## config.mk

```make
export PLATFORM = sky130hd
export DESIGN_NAME = output_serializer
export DESIGN_NICKNAME = d
export VERILOG_FILES = /design/src/rtl/io_pkg.sv /design/src/rtl/output_serializer.sv
export SDC_FILE = /design/constraint.sdc
export NUM_CORES = 1
export LEC_CHECK = 0
export CELL_PAD_IN_SITES_DETAIL_PLACEMENT = 0
export CELL_PAD_IN_SITES_GLOBAL_PLACEMENT = 2
export CORE_MARGIN = 1.5
export CORE_UTILIZATION = 31
export CTS_BUF_LIST = sky130_fd_sc_hd__clkbuf_2 sky130_fd_sc_hd__clkbuf_4 sky130_fd_sc_hd__clkbuf_8
export DETAILED_ROUTE_END_ITERATION = 12
export PLACE_DENSITY = 0.9
export SLEW_MARGIN = 30
export SYNTH_ARGS = -nofsm -noshare
export SYNTH_HDL_FRONTEND = slang
export SYNTH_SLANG_ARGS = --single-unit
```

## constraint.sdc

```tcl
create_clock -name clk -period 1.65 [get_ports clk]
set_input_delay 0.33 -clock clk [delete_from_list [all_inputs] [get_ports clk]]
set_output_delay 0.33 -clock clk [all_outputs]
set_load 0.03 [all_outputs]
```

## src/rtl/io_pkg.sv

```systemverilog
// Shared I/O definitions for the serial capture and output serializer stages:
// block/digit/key widths and the two-state transfer FSM encoding.
package io_pkg;

  localparam int DIGIT_W    = 4;
  localparam int BLOCK_W    = 32;
  localparam int KEY_W      = 64;
  localparam int NUM_DIGITS = BLOCK_W / DIGIT_W;

  typedef enum logic {
    IDLE = 1'b0,
    SEND = 1'b1
  } ser_state_t;

endpackage

```

## src/rtl/output_serializer.sv

```systemverilog
// output_serializer: streams one W-bit block as W/M digits of M bits,
// most significant digit first, over a valid/ready output handshake.
// Optional feature macro OUTPUT_SERIALIZER_PARITY_EN adds the dout_par
// output (even parity of the current digit while it is valid).
//
// Handshake: a digit transfers on every rising edge where dout_valid and
// dout_ready are both high. While dout_valid is high and dout_ready is low,
// dout holds its value. dout_valid never drops without a transfer except
// on reset. dout_ready is ignored while dout_valid is low.
module output_serializer
  import io_pkg::*;
#(
  parameter int W = BLOCK_W,
  parameter int M = DIGIT_W
) (
  input  logic         clk,
  input  logic         reset,
  input  logic [W-1:0] data_in,
  input  logic         load,
  output logic         busy,
  output logic [M-1:0] dout,
  output logic         dout_valid,
  input  logic         dout_ready,
  output logic         done,
`ifdef OUTPUT_SERIALIZER_PARITY_EN
  output logic         dout_par,
`endif
  output logic         dbg_state
);

  localparam int NUM = W / M;
  localparam int CW  = (NUM > 1) ? $clog2(NUM) : 1;
  localparam logic [CW-1:0] LAST_CNT = CW'(NUM - 1);

  ser_state_t   state_q, state_d;
  logic [W-1:0] shreg_q, shreg_d;
  logic [CW-1:0] cnt_q, cnt_d;
  logic [M-1:0] dout_q, dout_d;
  logic         valid_q, valid_d;
  logic         busy_q, busy_d;
  logic         done_q, done_d;

  // Next-state logic: load in IDLE, shift one digit per handshake in SEND.
  always_comb begin
    state_d = state_q;
    shreg_d = shreg_q;
    cnt_d   = cnt_q;
    dout_d  = dout_q;
    valid_d = valid_q;
    busy_d  = busy_q;
    done_d  = 1'b0;
    case (state_q)
      IDLE: begin
        if (load) begin
          state_d = SEND;
          shreg_d = data_in;
          cnt_d   = '0;
          dout_d  = data_in[W-1 -: M];
          valid_d = 1'b1;
          busy_d  = 1'b1;
        end
      end
      SEND: begin
        if (valid_q && dout_ready) begin
          shreg_d = shreg_q << M;
          if (cnt_q == LAST_CNT) begin
            // Last digit accepted: leave with a one-cycle done pulse.
            state_d = IDLE;
            cnt_d   = '0;
            dout_d  = '0;
            valid_d = 1'b0;
            busy_d  = 1'b0;
            done_d  = 1'b1;
          end else begin
            cnt_d  = cnt_q + CW'(1);
            dout_d = shreg_d[W-1 -: M];
          end
        end
      end
      default: begin
        state_d = IDLE;
      end
    endcase
  end

  // State and output registers; synchronous reset takes priority.
  always_ff @(posedge clk) begin
    if (reset) begin
      state_q <= IDLE;
      shreg_q <= '0;
      cnt_q   <= '0;
      dout_q  <= '0;
      valid_q <= 1'b0;
      busy_q  <= 1'b0;
      done_q  <= 1'b0;
    end else begin
      state_q <= state_d;
      shreg_q <= shreg_d;
      cnt_q   <= cnt_d;
      dout_q  <= dout_d;
      valid_q <= valid_d;
      busy_q  <= busy_d;
      done_q  <= done_d;
    end
  end

  assign dout       = dout_q;
  assign dout_valid = valid_q;
  assign busy       = busy_q;
  assign done       = done_q;
  assign dbg_state  = state_q;

`ifdef OUTPUT_SERIALIZER_PARITY_EN
  // Parity follows the registered digit and is forced low when idle.
  assign dout_par = valid_q & (^dout_q);
`endif

endmodule
```

==> impl_metrics.ini <==
[drt]
wl_per_cell_um = 14.1
first_pass_iters = 4
drt_wl_total_um = 4210
drc = 0
routed_via_density = 5.01
drt_first_iter_violations = 46
vias = 1497
final_antenna_net_count = 0

[logic_synthesis]
seq_area_frac_synth_pct = 41.6
synth_edf_count = 0
avgSynthCellArea_um2 = 10.1
ys_ff_latch = 38
synth_fp_nets = 219
synthCells = 181
netlist_area_um2 = 1830
synth_fa_ha_area_share_pct = 1.37
synth_top_area_cell = dfxtp_1
synth_top_family_by_area = compound AO/OA/AOI/OAI gates
synth_compound_area_share_pct = 25.7
ys.flop_type = dfxtp_1
synth_top_area_share_pct = 41.6
synth_area_leaders = dfxtp_1 42%, mux2i_1 13%, o31ai_1 9.8%, a21oi_2 9.6%, a21oi_1 3.3%
synthSimpleGateAreaFrac_pct = 10.9
synth.distinct_cells = 24
ys_async_sr_fraction_pct = 0
synth_xor_area_share_pct = 0
synthMuxAreaShare_pct = 13.1
ys.warnings.count = 0

[finish]
area_growth_pct = 35.6
regArea_um2 = 762
utilization_pct = 44.2
final_cell_mix = 37 x dfxtp_1, 36 x clkdlybuf4s50_1, 24 x mux2i_1, 24 x o31ai_1, 20 x a21oi_2
design_area_um2 = 2480
fillers = 574
multi_input_comb_area_um2 = 938
drive_above_1_share_pct = 21.6
diodes = 0
stdcell_count = 299
fin_nets = 264
final_common_cell = dfxtp_1

[timing]
tns_ps = 0
fin_ws_ps = 67.9
tightest_slew_ps = 321
drv_slew = 0
hold_viol_final = 0
skew_ps = 5.26
fmax_mhz = 632
grt_setup_unrepaired = false
holdWs_ps = 466
period_share_pct = 95.9
post-route-min-period_ps = 1580
relSlewSlack_pct = 78.6
setup_viol = 0

[power_and_ir_drop]
total_power_mw = 2.16
power.density_nw_per_um2 = 869
comb_power_share_pct = 21.0
clkPwrFrac_pct = 31.2
p_switching_mw = 0.580
peakVddDrop_v = 0.000482
p_seq_share_pct = 47.9
power.internal_mw = 1.58
leakage_nw = 1.00
power_switching_share_pct = 26.9

[grt]
grt_use_total_pct = 14.5
grt_overflow = 0
antenna_found_initial = 0
grt_pass1_wl_um = 7160
grt_max_degree = 31
grt_pass1_vias = 1516

[clock_network]
insertion_delay_ps = 290
post_cts.repair.setup_buffers = 0
cts_tree = yes
cts_buffers = 5
htreeDepth = 2
path_clk_slew_ps = 70
ctsRootBufferMaster = clkbuf_8
cts_sinks = 38
clock_path_buffers = 2

[worst_setup_path]
path_cells = clkdlybuf4s50_1
slowest_stage = clkdlybuf4s50_1
critPathBufInv = 1
cp-end-kind = output pin
cp.required_ps = 1320
start_kind = register
worst-path-max-fanout = 1
path_class = reg2out
path_delay_family = buffers and inverters
critPathArrivalTime_ps = 1250
critPathMaxStageDelay_ps = 660

[placement]
port_buffers = 43
place_area_um2 = 2380
gp_congestion = 0.745
dp_hpwl_um = 2820
place_inst = 291
dp_slack_ps = -4.15

[run_status]
outcome = complete, no violations

[floorplanning]
chipWidth_um = 79.8
design.core.area_um2 = 5610
io_pins = 44
die_h_um = 79.8
initial_core_util_pct = 32.6
die-area_um2 = 6370
std_cell_rows = 27

[job]
maxCapViolations = 0

[worst_hold_path]
hp-class = reg2reg
-- cell usage after synthesis, types with 3 or more instances --
library cell and count:
nor2_1 3, clkbuf_1 3, buf_6 4, buf_4 5, nand2_1 6, mux2i_1 24
nor3_1 4, a21oi_1 12, dfxtp_1 38, o31ai_1 24, a21oi_2 20, buf_2 7
nand3b_1 4, nand2b_1 5, nand3_1 9
-- registers in the layout (all words and copies together), names as in the netlist --
register	flops
shreg_q	28
cnt_q	3
dbg_state	1
dout	4
done	1
busy	1
-- power by group through the flow --
stage | clock (mW) | sequential (mW) | combinational, mW
floorplan | 0 | 1.06 | 0.263
global placement | 0 | 1.05 | 0.456
detailed placement | 0 | 1.05 | 0.457
CTS | 0.694 | 1.03 | 0.458
global route | 0.738 | 1.04 | 0.494
finish | 0.672 | 1.03 | 0.452
-- path summary, 6_finish.rpt --
path              startpoint    endpoint  slack (ps)  cells past startpoint
setup / recovery        done        done          70                      1
setup reg to reg    cnt_q[0]     dout[2]         250                      4
hold / removal    shreg_q[0]  shreg_q[0]         470                      2
hold reg to reg   shreg_q[0]  shreg_q[0]         470                      2
-- cells by family after synthesis --
family          Yosys count
flops                    38
fa+ha+maj                 2
simple gates             36
buf+inv                  20
compound gates           61
mux                      24
-- layer usage --
| metal | up-vias | wire length [µm] | track usage [%] |
|---|---|---|---|
| li1 | 761 | - | - |
| met1 | 695 | 2070 | 18.8 |
| met2 | 35 | 1870 | 23.0 |
| met3 | 6 | 185 | 2.97 |
| met4 | 0 | 80 | 6.72 |
| met5 | - | 0 | 0 |
-- final cells by class --
cell class / count / share of cell area, %
clock buffers: 7 / 3.63
clock inverters: 1 / 0.202
inverters: 1 / 0.151
multi-input cells: 123 / 37.8
flip-flops and latches: 38 / 30.7
well taps: 72 / 3.63
repair buffers: 57 / 23.8
-- what timing repair did --
item / 4_1_cts / 5_1_grt
hold buffers: 0 / 0
endpoints found under the setup margin: 2 / 4
hold endpoints to repair: 0 / 0
gates resized for setup: 2 / 4
(Power assumes the default switching activity.)
